### src/rtl/cache_pkg.sv
// Shared state encoding and address-field geometry for the 2-way cache
// controller and its refill beat counter.
package cache_pkg;

    localparam int CACHE_OFFSET_WIDTH = 3;
    localparam int CACHE_INDEX_WIDTH  = 6;
    localparam int CACHE_TAG_WIDTH    =
        30 - CACHE_OFFSET_WIDTH - CACHE_INDEX_WIDTH;

    // Byte address bits below the word select.
    localparam int WORD_LSB = 2;

    typedef enum logic [2:0] {
        IDLE,
        LOOKUP,
        RESP,
        VICTIM,
        WB,
        REFILL
    } state_t;

    function automatic int index_lsb(input int offset_width);
        return offset_width + WORD_LSB;
    endfunction

    function automatic int tag_lsb(input int offset_width,
                                   input int index_width);
        return offset_width + index_width + WORD_LSB;
    endfunction

endpackage

### src/rtl/cache_refill_cnt.sv
// Refill beat counter; one extra bit so the final-beat compare never wraps.
module cache_refill_cnt #(
    parameter int OFFSET_WIDTH = 3
) (
    input  logic                  clk,
    input  logic                  rst,
    input  logic                  clear,
    input  logic                  inc,
    output logic [OFFSET_WIDTH:0] count,
    output logic                  last
);

    localparam logic [OFFSET_WIDTH:0] LAST_BEAT =
        {1'b0, {OFFSET_WIDTH{1'b1}}};

    always_ff @(posedge clk or posedge rst) begin
        if (rst) begin
            count <= '0;
        end else if (clear) begin
            count <= '0;
        end else if (inc) begin
            count <= count + 1'b1;
        end
    end

    assign last = (count == LAST_BEAT);

endmodule

### src/rtl/cache_2way_ctrl.sv
// CPU-side controller for the 2-way cache datapath: lookup, dirty write-back,
// word-serial refill and replay. Define CACHE_CTRL_STATS_EN for hit/miss stats.
module cache_2way_ctrl
    import cache_pkg::*;
#(
    parameter int OFFSET_WIDTH = CACHE_OFFSET_WIDTH,
    parameter int BLOCK_SIZE   = 1 << OFFSET_WIDTH,
    parameter int INDEX_WIDTH  = CACHE_INDEX_WIDTH,
    parameter int TAG_WIDTH    = 30 - OFFSET_WIDTH - INDEX_WIDTH
) (
    input  logic                    clk,
    input  logic                    rst,
    input  logic                    cpu_req,
    input  logic                    cpu_we,
    input  logic [31:0]             cpu_addr,
    input  logic [31:0]             cpu_wdata,
    input  logic [3:0]              cpu_be,
    output logic                    cpu_ready,
    output logic [31:0]             cpu_rdata,
    output logic                    c_enable,
    output logic                    c_cmp,
    output logic                    c_write,
    output logic                    c_valid_in,
    output logic [INDEX_WIDTH-1:0]  c_index,
    output logic [OFFSET_WIDTH-1:0] c_word_sel,
    output logic [TAG_WIDTH-1:0]    c_tag_in,
    output logic [31:0]             c_data_in,
    output logic [3:0]              c_byte_w_en,
    input  logic                    c_hit,
    input  logic                    c_dirty,
    input  logic                    c_valid_out,
    input  logic [TAG_WIDTH-1:0]    c_tag_out,
    input  logic [31:0]             c_data_out,
    input  logic [32*BLOCK_SIZE-1:0] c_data_wb,
    output logic                    mem_wr_req,
    output logic [31:0]             mem_wr_addr,
    output logic [32*BLOCK_SIZE-1:0] mem_wr_data,
    input  logic                    mem_wr_ack,
    output logic                    mem_rd_req,
    output logic [31:0]             mem_rd_addr,
    input  logic                    mem_rd_valid,
    input  logic [31:0]             mem_rd_data
`ifdef CACHE_CTRL_STATS_EN
    ,
    output logic [31:0]             stat_hits,
    output logic [31:0]             stat_misses
`endif
);

    localparam int IDX_LSB = index_lsb(OFFSET_WIDTH);
    localparam int TAG_LSB = tag_lsb(OFFSET_WIDTH, INDEX_WIDTH);

    state_t state, state_n;

    logic [31:0]              addr_q;
    logic [31:0]              wdata_q;
    logic [3:0]               be_q;
    logic                     we_q;
    logic                     replay_q;
    logic [31:0]              rdata_q;
    logic [31:0]              wb_addr_q;
    logic [32*BLOCK_SIZE-1:0] wb_data_q;

    logic [TAG_WIDTH-1:0]    req_tag;
    logic [INDEX_WIDTH-1:0]  req_index;
    logic [OFFSET_WIDTH-1:0] req_word;

    logic [OFFSET_WIDTH:0] beat_cnt;
    logic                  beat_last;
    logic                  cnt_inc;
    logic                  cnt_clear;
    logic                  unused;

    assign req_tag   = addr_q[31:TAG_LSB];
    assign req_index = addr_q[TAG_LSB-1:IDX_LSB];
    assign req_word  = addr_q[IDX_LSB-1:WORD_LSB];
    assign unused    = &{1'b0, addr_q[1:0]};

    assign cpu_rdata   = rdata_q;
    assign mem_wr_addr = wb_addr_q;
    assign mem_wr_data = wb_data_q;

    cache_refill_cnt #(
        .OFFSET_WIDTH(OFFSET_WIDTH)
    ) u_refill_cnt (
        .clk  (clk),
        .rst  (rst),
        .clear(cnt_clear),
        .inc  (cnt_inc),
        .count(beat_cnt),
        .last (beat_last)
    );

    always_ff @(posedge clk or posedge rst) begin
        if (rst) begin
            state <= IDLE;
        end else begin
            state <= state_n;
        end
    end

    always_comb begin
        state_n     = state;
        cpu_ready   = 1'b0;
        c_enable    = 1'b0;
        c_cmp       = 1'b0;
        c_write     = 1'b0;
        c_valid_in  = 1'b0;
        c_index     = '0;
        c_word_sel  = '0;
        c_tag_in    = '0;
        c_data_in   = '0;
        c_byte_w_en = '0;
        mem_wr_req  = 1'b0;
        mem_rd_req  = 1'b0;
        mem_rd_addr = '0;
        cnt_inc     = 1'b0;
        cnt_clear   = 1'b0;
        unique case (state)
            IDLE: begin
                if (cpu_req) state_n = LOOKUP;
            end
            LOOKUP: begin
                c_enable    = 1'b1;
                c_cmp       = 1'b1;
                c_write     = we_q;
                c_valid_in  = 1'b1;
                c_byte_w_en = be_q;
                c_index     = req_index;
                c_word_sel  = req_word;
                c_tag_in    = req_tag;
                c_data_in   = wdata_q;
                state_n     = c_hit ? RESP : VICTIM;
            end
            RESP: begin
                cpu_ready = 1'b1;
                state_n   = IDLE;
            end
            VICTIM: begin
                c_enable = 1'b1;
                c_index  = req_index;
                c_tag_in = req_tag;
                state_n  = (c_valid_out && c_dirty) ? WB : REFILL;
            end
            WB: begin
                mem_wr_req = 1'b1;
                if (mem_wr_ack) state_n = REFILL;
            end
            REFILL: begin
                // Request stays up only until the first beat lands.
                mem_rd_req  = (beat_cnt == '0);
                mem_rd_addr = {addr_q[31:IDX_LSB], {IDX_LSB{1'b0}}};
                if (mem_rd_valid) begin
                    c_enable    = 1'b1;
                    c_write     = 1'b1;
                    c_valid_in  = 1'b1;
                    c_byte_w_en = 4'hF;
                    c_index     = req_index;
                    c_word_sel  = beat_cnt[OFFSET_WIDTH-1:0];
                    c_tag_in    = req_tag;
                    c_data_in   = mem_rd_data;
                    cnt_inc     = 1'b1;
                    if (beat_last) begin
                        cnt_clear = 1'b1;
                        state_n   = LOOKUP;
                    end
                end
            end
            default: state_n = IDLE;
        endcase
    end

    always_ff @(posedge clk or posedge rst) begin
        if (rst) begin
            addr_q    <= '0;
            wdata_q   <= '0;
            be_q      <= '0;
            we_q      <= 1'b0;
            replay_q  <= 1'b0;
            rdata_q   <= '0;
            wb_addr_q <= '0;
            wb_data_q <= '0;
        end else begin
            if (state == IDLE && cpu_req) begin
                addr_q  <= cpu_addr;
                wdata_q <= cpu_wdata;
                be_q    <= cpu_be;
                we_q    <= cpu_we;
            end
            if (state == LOOKUP) begin
                replay_q <= 1'b0;
                if (c_hit) rdata_q <= c_data_out;
            end
            if (state == VICTIM && c_valid_out && c_dirty) begin
                wb_addr_q <= {c_tag_out, req_index, {IDX_LSB{1'b0}}};
                wb_data_q <= c_data_wb;
            end
            if (state == REFILL && mem_rd_valid && beat_last) begin
                replay_q <= 1'b1;
            end
        end
    end

`ifdef CACHE_CTRL_STATS_EN
    always_ff @(posedge clk or posedge rst) begin
        if (rst) begin
            stat_hits   <= '0;
            stat_misses <= '0;
        end else if (state == LOOKUP && !replay_q) begin
            if (c_hit) begin
                if (stat_hits != '1) stat_hits <= stat_hits + 1'b1;
            end else begin
                if (stat_misses != '1) stat_misses <= stat_misses + 1'b1;
            end
        end
    end
`endif

endmodule
### config.mk
export PLATFORM = sky130hd
export DESIGN_NAME = cache_2way_ctrl
export DESIGN_NICKNAME = d
export VERILOG_FILES = /design/src/rtl/cache_pkg.sv /design/src/rtl/cache_refill_cnt.sv /design/src/rtl/cache_2way_ctrl.sv
export SDC_FILE = /design/constraint.sdc
export NUM_CORES = 1
export LEC_CHECK = 0
export BUFFER_PORTS_ARGS = -buffer_cell sky130_fd_sc_hd__clkbuf_2
export CORE_AREA = 2 2 326 328
export DETAILED_ROUTE_END_ITERATION = 8
export DIE_AREA = 0 0 328 330
export GPL_TIMING_DRIVEN = 0
export PLACE_DENSITY = 0.32
export REMOVE_ABC_BUFFERS = 1
export SETUP_SLACK_MARGIN = 0.4
export SYNTH_ARGS = -nofsm -noshare
export SYNTH_HDL_FRONTEND = slang
export SYNTH_SLANG_ARGS = --single-unit
### constraint.sdc
create_clock -name clk -period 26.5 [get_ports clk]
set_clock_uncertainty 0.1 [all_clocks]
set_input_delay 5.3 -clock clk [delete_from_list [all_inputs] [get_ports clk]]
set_output_delay 5.3 -clock clk [all_outputs]
set_load 0.01 [all_outputs]
==> key figures <==
Floorplanning
  – Std cell rows: 119
  – I/O Pins: 843
  – Core Area: 105,000 um2
  – Die W: 328 um
  – Die Y: 330 um
  – Initial cell density of the core: 0.150
  – Area of the die: 108,000 um2

STA
  – Finish-stage setup viols: 0
  – Hold Vio Cnt, Final: 0
  – Fin worst setup slack: 14,000 ps
  – Max-slew headroom: 0.271
  – Period minus WS final: 12,500 ps
  – RSZ-0062 raised after global routing: no
  – Slew @ Worst Pin: 1090 ps
  – Achievable clock frequency: 0.0800 GHz
  – Worst Hold Margin: 380 ps
  – Post-route clock period utilization: 0.472
  – Pins Over Slew Limit: 0

Power and ir drop
  – Pwr dens: 121 nW/um2
  – Leakage power figure: 0.0114 uW
  – VDD IR max: 0.0511 mV
  – Total power: 2810 uW

Min path
  – HP Start: mem_wr_data[136]
  – Class of the worst hold path: register to register
  – Hold path endpoint: mem_wr_data[136]
  – Hold Path Stages: 1

Clock tree
  – Clock latency on the worst-skew pair: 600 ps
  – CTS buffer count: 50
  – CTS clk-pin slew, worst paths: 50 ps
  – Sinks on Clock Net: 389
  – H-Tree Depth: 2
  – Max Root-Sink Buffers: 3
  – Total setup buffers inserted after CTS: 0
  – CTS tree: yes
  – Post-cts resize count: 0
  – Clock tree root driver cell: clkbuf_16
  – CTS Hold Bufs: 0

Drt
  – Drc violations: 0
  – Average vias per placed instance: 3.53
  – Via count: 11,719
  – Number of DRC markers in iteration 0: 256
  – Pre-antenna DRT Iters: 4
  – Antenna viol nets, final: 0
  – Post-Route WL: 58,100 um
  – Wire length per cell: 17.5 um

Synth
  – Top post-synthesis cells by area: dfrtp_1 62%, mux2_2 25%, mux2_1 2.8%
  – Syn Area/Cell: 14.9 um2
  – Post-synth top area share: 0.620
  – Cell accounting for the most synthesized area: dfrtp_1
  – Synthesis-stage register bit count: 389
  – Synthesis Warnings: 0
  – Mapped cell area: 15,700 um2
  – Count of mapped cells out of synthesis: 1,050
  – Count of cell types in the netlist: 32
  – Sequential share of the synthesized area: 0.620

Placed design
  – IO buf count: 830
  – Post-DP HPWL: 45,200 um
  – Placed cell count: 3,229
  – Dpl cell area: 21,600 um2
  – Gpl congestion: 0.799
  – Placement Setup Slack: 13,940 ps

Final layout
  – Layout cell share with drive strength beyond 1: 0.664
  – Nets: 2,310
  – Most frequent cells in the layout: 830 x clkbuf_2, 388 x dfrtp_1, 345 x mux2_2, 54 x and2_1, 51 x clkbuf_16
  – Area grow syn2layout: 47.9%
  – Most common cell after layout, fill and taps aside: clkbuf_2
  – Finished layout cell area: 23,200 um2
  – Filler-free cell count of the finished design: 3,319

Flow run
  – # Max-Cap Violations: 0

Worst setup path
  – FF-to-FF Start: state[1]
  – CP max-delay cell: and4b_2
  – Crit path top cell by count: clkbuf_2
  – Crit-path leading delay family: simple AND/OR/NAND/NOR gates
  – Crit start category: primary input
  – R2r worst-path depth: 6
  – Crit path depth: 5
  – Slowest cell delay on critical path: 890 ps
  – Worst path cell trace: clkbuf_2 -> and4b_2 -> a21oi_1 -> nor2_1 -> clkbuf_2
  – Max FO, Critical Path: 42
  – Crit path capture type: primary output
  – Worst Setup Path Type: primary input to primary output
  – RR Endpoint: mem_wr_data[239]
  – Worst EP required: 21,100 ps
  – Reg-to-reg slack, setup: 23,430 ps
  – Crit path DAT: 7100 ps
  – WP buf/inv: 2

Status
  – Outcome: finished, final reports clean

Global routing
  – Vias in the first global route: 12,815
  – Grt ovf: 0
  – First-pass GRT wire length: 83,700 um
  – Largest net degree at the start of global routing: 116
  – Initial antenna violation count: 13
  – Total Routing Usage GR: 0.103
## synth_stat cells
library cell and number:
nor2_1 39, nor2b_1 35, nor3_4 1, nor3b_1 2, and3_1 1, nor3_1 1, nor2_2 1, and2_1 54
and4b_1 2, mux2_1 39, xnor2_1 1, a21oi_2 1, dfrtp_1 389, buf_4 44, or2_2 1, nor4b_2 1
o31ai_1 1, nand4_1 1, ha_1 2, a22o_1 1, mux2_2 345, clkbuf_1 10, a21oi_1 38, inv_1 5
nand3b_1 1, nor3_2 1, nand2_1 4, buf_2 17, conb_1 1, nand4b_1 1, a21o_1 6, nand2b_1 4
## how the worst max path moves through the flow
stage,start,to
floorplan,c_valid_out,mem_wr_addr[10]
global placement,c_dirty,mem_wr_data[215]
detailed placement,mem_rd_valid,c_data_in[5]
CTS,mem_rd_valid,c_data_in[5]
global route,mem_rd_valid,c_data_in[5]
finish,mem_rd_valid,c_data_in[5]
## report_power, final
part	switching (uW)	leakage, uW	internal [uW]	total (uW)
clock network	275	0.000793	407	682
registers	167	0.00476	894	1060
logic	542	0.00581	524	1070
## cell type report
class                   instances  area (um2)
fillers                     11352       81500
flip-flops and latches        389        9740
multi-input cells             594        5540
repair buffers                850        4540
well taps                    1391        1740
clock buffers                  76        1460
clock inverters                12         164
inverters                       5        26.3
diodes                          2        5.00
## registers in the layout (all words and copies together) (netlist names)
name                flops
addr_q                 30
be_q                    4
cpu_rdata              32
mem_wr_addr            27
mem_wr_data           256
state                   3
u_refill_cnt.count      4
wdata_q                32
we_q                    1
## routing by layer
| layer | vias to the layer above | global-route usage | wire [um] |
|---|---|---|---|
| li1 | 5302 | - | - |
| met1 | 5759 | 0.109 | 21100 |
| met2 | 554 | 0.181 | 29000 |
| met3 | 88 | 0.0458 | 6020 |
| met4 | 16 | 0.0346 | 1840 |
| met5 | - | 0 | 100 |
## per-stage QoR
| step | TNS [ps] | util |
|---|---|---|
| after global placement | -165950 | 0.202 |
| after CTS | 0 | 0.222 |
| after floorplan | 0 | - |
| final | 0 | 0.222 |
| after detailed placement | 0 | 0.206 |
| after global routing | 0 | 0.222 |
## cell families (layout without fill, tap and decap cells)
group | Yosys count | count (layout) | share of synthesized area
AND/OR/NAND/NOR | 150 | 150 | 0.0552
buffers and inverters | 76 | 943 | 0.0301
multiplexers | 384 | 384 | 0.276
AO/OA/AOI/OAI | 47 | 47 | 0.0166
XOR/XNOR | 1 | 1 | 0.000558
flip-flops | 389 | 389 | 0.620
other | 1 | 12 | 0.000239
adder cells (fa/ha/maj) | 2 | 2 | 0.00159
Power figures use the tool's default switching activity.
